`src/rtl/list_share_arbiter_pkg.sv`:
```
// ---------------------------------------------------------------------------
// list_share_arbiter_pkg: shared FSM encoding and defaults (rev 1.0)
// ---------------------------------------------------------------------------
`default_nettype none

package list_share_arbiter_pkg;

  localparam int DEFAULT_WIDTH = 8;

  typedef enum logic [1:0] {
    ST_IDLE     = 2'd0,
    ST_WAIT_ACK = 2'd1,
    ST_RELEASE  = 2'd2
  } state_e;

endpackage

`default_nettype wire

```
`src/rtl/list_share_arbiter_rr_pick.sv`:
```
// ---------------------------------------------------------------------------
// list_share_arbiter_rr_pick: first pending port at or after rr_ptr (rev 1.0)
// ---------------------------------------------------------------------------
`default_nettype none

module list_share_arbiter_rr_pick #(
  parameter int NUM_PORTS = 2,
  parameter int IDX_W     = $clog2(NUM_PORTS)
) (
  input  logic [NUM_PORTS-1:0] pending_i,
  input  logic [IDX_W-1:0]     rr_ptr_i,
  output logic [IDX_W-1:0]     grant_o,
  output logic                 any_pending_o
);

  logic [IDX_W:0] cand;

  // Scan from the farthest offset down so the nearest pending port wins last.
  always_comb begin
    grant_o       = '0;
    any_pending_o = 1'b0;
    cand          = '0;
    for (int off = NUM_PORTS - 1; off >= 0; off--) begin
      cand = {1'b0, rr_ptr_i} + (IDX_W + 1)'(off);
      if (cand >= (IDX_W + 1)'(NUM_PORTS)) begin
        cand = cand - (IDX_W + 1)'(NUM_PORTS);
      end
      if (pending_i[cand[IDX_W-1:0]]) begin
        grant_o       = cand[IDX_W-1:0];
        any_pending_o = 1'b1;
      end
    end
  end

endmodule

`default_nettype wire

```
`src/rtl/list_share_arbiter.sv`:
```
// ---------------------------------------------------------------------------
// list_share_arbiter: round-robin sharing of one lazy-list producer (rev 1.0)
// ---------------------------------------------------------------------------
`default_nettype none

module list_share_arbiter
  import list_share_arbiter_pkg::*;
#(
  parameter int NUM_PORTS = 2,
  parameter int WIDTH     = DEFAULT_WIDTH
) (
  input  logic                       clock,
  input  logic                       reset,
  input  logic                       ready,
  output logic                       up_req,
  input  logic                       up_ack,
  input  logic [WIDTH-1:0]           up_value,
  input  logic                       up_value_valid,
  input  logic [NUM_PORTS-1:0]       rq_req,
  output logic [NUM_PORTS-1:0]       rq_ack,
  output logic [NUM_PORTS*WIDTH-1:0] rq_value,
  output logic [NUM_PORTS-1:0]       rq_value_valid
);

  localparam int                IDX_W    = $clog2(NUM_PORTS);
  localparam logic [IDX_W-1:0]  LAST_IDX = IDX_W'(NUM_PORTS - 1);

  state_e                     state_q, state_d;
  logic                       up_req_q, up_req_d;
  logic [NUM_PORTS-1:0]       rq_ack_q, rq_ack_d;
  logic [NUM_PORTS*WIDTH-1:0] rq_value_q, rq_value_d;
  logic [NUM_PORTS-1:0]       rq_valid_q, rq_valid_d;
  logic [NUM_PORTS-1:0]       pending_q, pending_d;
  logic [NUM_PORTS-1:0]       last_req_q, last_req_d;
  logic [IDX_W-1:0]           rr_ptr_q, rr_ptr_d;
  logic [IDX_W-1:0]           grant_q, grant_d;
  logic                       exhausted_q, exhausted_d;

  logic [NUM_PORTS-1:0]       clr;
  logic [IDX_W-1:0]           pick_idx;
  logic                       pick_any;

  list_share_arbiter_rr_pick #(
    .NUM_PORTS (NUM_PORTS),
    .IDX_W     (IDX_W)
  ) u_rr_pick (
    .pending_i     (pending_q),
    .rr_ptr_i      (rr_ptr_q),
    .grant_o       (pick_idx),
    .any_pending_o (pick_any)
  );

  function automatic logic [IDX_W-1:0] next_idx(input logic [IDX_W-1:0] idx);
    return (idx == LAST_IDX) ? '0 : idx + 1'b1;
  endfunction

  always_ff @(posedge clock or posedge reset) begin
    if (reset) begin
      state_q     <= ST_IDLE;
      up_req_q    <= 1'b0;
      rq_ack_q    <= '0;
      rq_value_q  <= '0;
      rq_valid_q  <= '0;
      pending_q   <= '0;
      last_req_q  <= '0;
      rr_ptr_q    <= '0;
      grant_q     <= '0;
      exhausted_q <= 1'b0;
    end else begin
      state_q     <= state_d;
      up_req_q    <= up_req_d;
      rq_ack_q    <= rq_ack_d;
      rq_value_q  <= rq_value_d;
      rq_valid_q  <= rq_valid_d;
      pending_q   <= pending_d;
      last_req_q  <= last_req_d;
      rr_ptr_q    <= rr_ptr_d;
      grant_q     <= grant_d;
      exhausted_q <= exhausted_d;
    end
  end

  always_comb begin
    state_d     = state_q;
    up_req_d    = up_req_q;
    rq_ack_d    = '0;
    rq_value_d  = rq_value_q;
    rq_valid_d  = rq_valid_q;
    rr_ptr_d    = rr_ptr_q;
    grant_d     = grant_q;
    exhausted_d = exhausted_q;
    last_req_d  = rq_req;
    clr         = '0;

    case (state_q)
      ST_IDLE: begin
        if (pick_any) begin
          grant_d = pick_idx;
          if (exhausted_q) begin
            // List already ended: answer end-of-list without touching upstream.
            rq_ack_d[pick_idx]   = 1'b1;
            rq_valid_d[pick_idx] = 1'b0;
            clr[pick_idx]        = 1'b1;
            rr_ptr_d             = next_idx(pick_idx);
          end else begin
            up_req_d = 1'b1;
            state_d  = ST_WAIT_ACK;
          end
        end
      end
      ST_WAIT_ACK: begin
        if (up_ack) begin
          rq_value_d[grant_q*WIDTH +: WIDTH] = up_value;
          rq_valid_d[grant_q]                = up_value_valid;
          rq_ack_d[grant_q]                  = 1'b1;
          clr[grant_q]                       = 1'b1;
          up_req_d                           = 1'b0;
          rr_ptr_d                           = next_idx(grant_q);
          if (!up_value_valid) begin
            exhausted_d = 1'b1;
          end
          state_d = ST_RELEASE;
        end
      end
      ST_RELEASE: begin
        state_d = ST_IDLE;
      end
      default: begin
        state_d = ST_IDLE;
      end
    endcase

    // A new edge on the same cycle as a grant clear keeps the port pending.
    pending_d = (pending_q & ~clr) | (rq_req & ~last_req_q);

    if (!ready) begin
      state_d     = ST_IDLE;
      up_req_d    = 1'b0;
      rq_ack_d    = '0;
      rq_value_d  = '0;
      rq_valid_d  = '0;
      pending_d   = '0;
      last_req_d  = '0;
      rr_ptr_d    = '0;
      grant_d     = '0;
      exhausted_d = 1'b0;
    end
  end

  assign up_req         = up_req_q;
  assign rq_ack         = rq_ack_q;
  assign rq_value       = rq_value_q;
  assign rq_value_valid = rq_valid_q;

endmodule

`default_nettype wire

```
`config.mk`:
```
export PLATFORM = sky130hd
export DESIGN_NAME = list_share_arbiter
export DESIGN_NICKNAME = d
export VERILOG_FILES = /design/src/rtl/list_share_arbiter_pkg.sv /design/src/rtl/list_share_arbiter_rr_pick.sv /design/src/rtl/list_share_arbiter.sv
export SDC_FILE = /design/constraint.sdc
export NUM_CORES = 1
export LEC_CHECK = 0
export CAP_MARGIN = 20
export CORE_MARGIN = 2
export CORE_UTILIZATION = 47
export DETAILED_ROUTE_END_ITERATION = 10
export PLACE_DENSITY = 0.78
export RECOVER_POWER = 25
export SYNTH_ARGS = -nofsm -noshare
export SYNTH_HDL_FRONTEND = slang
export SYNTH_SLANG_ARGS = --single-unit
export TNS_END_PERCENT = 20
```
`constraint.sdc`:
```
create_clock -name clock -period 1.8 [get_ports clock]
set_input_delay 0.27 -clock clock [delete_from_list [all_inputs] [get_ports clock]]
set_output_delay 0.27 -clock clock [all_outputs]
set_load 0.03 [all_outputs]
```
-- After elaboration in Yosys (flattened, before gate mapping)
Cells that the tools add are included.
- flip-flop bits (word level): 30
- latch bits: 0
- memory bits (writable): 0
- ROM bits: 0
- input bits: 15
- output and inout bits: 21
- word-level logic and storage cells: 108
- memories: 0
- add/subtract/negate cells: 6
- $mul: 0
- div/mod/pow operators: 0
- order comparisons: 8
- equal/unequal tests: 11
- shift-type cells: 2
- mux-type cells: 55
- bitwise operators: 7
- reductions and logical operators: 9
- operators by type and width (operator ; number):
    $mux W16 ; 3
    $neg A4 Y34 ; 1
    $shift A8 B34 Y16 const A ; 1
    $shiftx A8 B34 Y16 ; 1
    $mux W1 ; 29
    $mux W2 ; 14
    $bwmux W16 ; 1
    $ne A3 B3 Y1 const B ; 4
    $pmux W2 S2 ; 3
    $lt A1 B2 Y1 const B ; 4
    $ne A2 B1 Y1 const B ; 4
    $reduce_and A4 Y1 ; 2
    $and A2 B2 Y2 ; 3
    $not A2 Y2 ; 3
    $reduce_and A3 Y1 ; 2
    $pmux W1 S2 ; 2
    $reduce_and A2 Y1 ; 2
    $ne A3 B1 Y1 const B ; 1
    $add A1 B1 Y1 const B ; 2
    $add A1 B1 Y2 const B ; 1
    $bwmux W2 ; 1
    $demux W1 S1 ; 2
    $eq A2 B1 Y1 const B ; 1
    $ge A1 B1 Y1 const B ; 2
    other kinds (7) ; 9

-- Longest topological paths before layout
Gate-level depths: netlist of run 1.
- depth after elaboration: 18
- mapped depth: 5
- mapped depth without buffers: 4

-- Modules after synthesis
From an unflattened synthesis of run 1, not the netlist that was laid out.
- cells, all modules: 136
- area, all modules: 1346.3 um^2
- modules (own cells, without submodules) (module ; times used ; cells an instance ; area each (um^2) ; seq. area each (um^2)):
    list_share_arbiter ; 1 ; 133 ; 1328.8 ; 750.7
    list_share_arbiter_rr_pick ; 1 ; 3 ; 17.5 ; 0.0

-- Least setup slack after synthesis of run 1
Ideal clock, no wire load.
- path kind: register -> register
- from: register exhausted_q
- to: register rq_valid_q[0] (netlist: rq_value_valid[0])
- setup time: 0.122 ns
- data arrival time: 1.242 ns
- data required time: 1.678 ns
- setup slack: 0.437 ns
- cell stages (with the launch flop): 5
- path buffers: 0
- period minus slack after synthesis: 1.363 ns
- path through: dfrtp_1 inv_2 o311a_1 a311o_1 a32o_1
- word-level cells in the longest chain between the ends: 2
- RTL lines (what ; line ; RTL):
    start, declared ; list_share_arbiter.sv:37 ; logic exhausted_q, exhausted_d;
    start signal, assigned ; list_share_arbiter.sv:79 ; exhausted_q <= exhausted_d;
    $ne A3 B3 Y1 (no line) ; - ;
    $reduce_and A4 Y1 (no line) ; - ;
    end signal, assigned ; list_share_arbiter.sv:74 ; rq_valid_q <= rq_valid_d;
    end, declared ; list_share_arbiter.sv:32 ; logic [NUM_PORTS-1:0] rq_valid_q, rq_valid_d;
Every way passes these cells.
A chain may end at the register's enable or synchronous reset.

-- Final worst setup path of run 1
- from: register rq_value_q[3] (netlist: rq_value[3])
- to: output rq_value[3]
- RTL lines (what ; line ; RTL):
    start, declared ; list_share_arbiter.sv:31 ; logic [NUM_PORTS*WIDTH-1:0] rq_value_q, rq_value_d;
    start signal, assigned ; list_share_arbiter.sv:73 ; rq_value_q <= rq_value_d;
    end, declared ; list_share_arbiter.sv:21 ; output logic [NUM_PORTS*WIDTH-1:0] rq_value,
No word-level cell between the ends.

==> flow_summary.ini, run 1 <==
[outcome]
status = finished, final reports clean

[layout]
final_nets = 195
layout_common_cells = 39 x nand2_1, 34 x clkdlybuf4s50_1, 30 x dfrtp_1, 18 x a21boi_0, 7 x inv_1
fin_cells = 211
area_growth_pct = 32.7
drive_above_1_share = 0.0778
diodes = 0
final_common_cell = nand2_1

[synth]
syn_inst = 138
synth.top_cell.area_share = 0.561
synth_area_leaders = dfrtp_1 56%, nand2_1 11%, a21boi_0 10%
synth_edf_count = 0
synth-async-reset-ratio = 1.00
postSynthNetCount = 153
yosysTopAreaCell = dfrtp_1
yosys_warnings = 0
syn_area_um2 = 1340
seq_area_frac_synth = 0.561
synth_area_per_cell_um2 = 9.70
yosys_register_bits = 30
yosysUniqueCellTypes = 33
synth_top_flop_cell = dfrtp_1

[sta]
finalSetupViolations = 0
setup_tns_ns = 0
slew_headroom = 0.514
period_needed_ns = 1.64
maxSlewViolCount = 0
finalHoldViolCount = 0
rsz0062_at_grt = false
final.period_utilization = 0.910
max_freq_ghz = 0.610
skew_ns = 0.00283
worst_pin_slew_ns = 0.729

[routing]
drt_iter0_markers = 54
first_pass_iters = 4
postRouteAntennaNets = 0
wl_per_cell_um = 13.4
vias_per_cell = 5.39
wl_um = 2830
remaining_drc_errors = 0
vias = 1138

[global_route]
grt_overflow = 0
grt_max_degree = 31
grt_antenna_before_repair = 0
grt_util_all_layers = 0.193
grt_pass1_wl_um = 4780
grt_pass1_vias = 1093

[clock_tree]
cts-htree-levels = 2
clockRootBuffer = clkbuf_4
cts_resized = 0
cts_buffer_depth = 2
clock_latency_ns = 0.32
numCtsBuffers = 5
cts_setup_buffers = 0
cts_hold_buf = 0
clk_pin_slew_worst_paths_ns = 0.08
clock-sinks = 30
cts_tree = built

[pwr]
combPwrFrac = 0.192
power.density_nw_per_um2 = 765
pwr-share-seq = 0.549
ir_worst_vdd_v = 0.000546
p_int_uw = 974
clkPwrFrac = 0.260
p_switching_uw = 385
cellLeakagePower_uw = 0.000761
switching_share = 0.283

[critical_path]
path_max_fanout = 2
startpoint_type = flip-flop
path_depth = 1
slowest_delay_ns = 0.68
r2r_cells = 4
crit_arrival_ns = 1.37
cp_top_family = buffers and inverters
crit_required_ns = 1.53
slowest_stage = clkdlybuf4s50_1
timing.rr.end = rq_value_valid[1]
worst-setup-path-type = reg -> out
end_kind = output pin
r2r_start = pending_q[0]
path_cells = clkdlybuf4s50_1
cp.buffers_inverters = 1
r2r_slack_ns = 0.30

[min_path]
hold_end = pending_q[0]
hold_path.class = reg -> reg
hp-start = last_req_q[0]
worstHoldPathCells = 1

[place]
io_buffers = 35
dpl.hpwl_um = 2070
dp.cells = 204
gp_congestion = 0.840

[floorplanning]
coreArea_um2 = 2730
die_h_um = 57.4
die-area_um2 = 3290
die_w_um = 57.4
ios = 36
rows = 19
start_util = 0.490

[run]
max_cap_violations = 0
cell families (layout without fill, tap and decap cells):
logic type	count (synthesis)	count (layout)	share of synthesized area
AO/OA/AOI/OAI	36	36	0.193
buffers and inverters	12	54	0.0402
flip-flops	30	30	0.561
AND/OR/NAND/NOR	60	60	0.206
cells in the mapped netlist (2+ instances only):
library cell  instances
nor2_1                4
and2_1                2
a21boi_0             18
nor3_1                3
clkbuf_1              2
dfrtp_1              30
o21ai_0               5
a21oi_1               3
inv_1                 7
nand2_1              39
nand4_1               3
cell type report:
| class | count | area [um2] |
|---|---|---|
| inverter | 8 | 30.0 |
| timing repair buffer | 39 | 378 |
| clock buffer | 7 | 45.0 |
| sequential | 30 | 751 |
| multi-input combinational | 96 | 534 |
| tap | 31 | 38.8 |
| fill | 234 | 957 |
metal layers:
layer  up-vias  global-route usage  routed length (um)
met2        36               0.317                1380
met5         -                   0                   0
met3         8              0.0522                 181
li1        552                   -                   -
met1       542               0.227                1210
met4         0               0.113                  60
power groups by stage:
stage | registers, uW | clock network, uW | logic (uW)
floorplan | 788 | 0 | 122
global placement | 756 | 0 | 258
detailed placement | 759 | 0 | 263
CTS | 745 | 369 | 264
global route | 753 | 405 | 286
finish | 745 | 353 | 260
worst max path at each step:
| stage | startpoint | to |
|---|---|---|
| after floorplan | exhausted_q | rq_value_valid[0] |
| after global placement | up_ack | rq_value_valid[0] |
| after detailed placement | up_ack | rq_value_valid[0] |
| after CTS | up_req | up_req |
| after global routing | up_req | up_req |
| final | rq_value[3] | rq_value[3] |
per-stage QoR:
step / util / total power (uW) / hold WS, ns / setup slack [ns] / area [um2]
floorplan: - / 910 / 0.361 / 0.437 / 1340
global placement: 0.634 / 1010 / 0.415 / 0.149 / 1730
detailed placement: 0.634 / 1020 / 0.423 / 0.0820 / 1730
CTS: 0.651 / 1380 / 0.328 / 0.136 / 1780
global route: 0.650 / 1440 / 0.447 / 0.0774 / 1780
finish: 0.650 / 1360 / 0.431 / 0.162 / 1780
flip-flops by register name, indices dropped and copies added (netlist names):
signal / flops
last_req_q: 2
rq_value_valid: 2
state_q: 2
exhausted_q: 1
up_req: 1
rq_ack: 2
pending_q: 2
grant_q: 1
rr_ptr_q: 1
rq_value: 16
Power figures use the tool's default switching activity.
==> run 2, diff against run 1 <==
- HOLD_SLACK_MARGIN: unset -> 0.03
==> results of run 2 <==
The final DEF is identical to that of run 1; final timing and power are the same.
==> run 3, diff against run 2 <==
- CAP_MARGIN: 20 -> unset
- SKIP_CTS_REPAIR_TIMING: unset -> 1
==> results of run 3 <==
The final DEF is identical to that of run 1; final timing and power are the same.
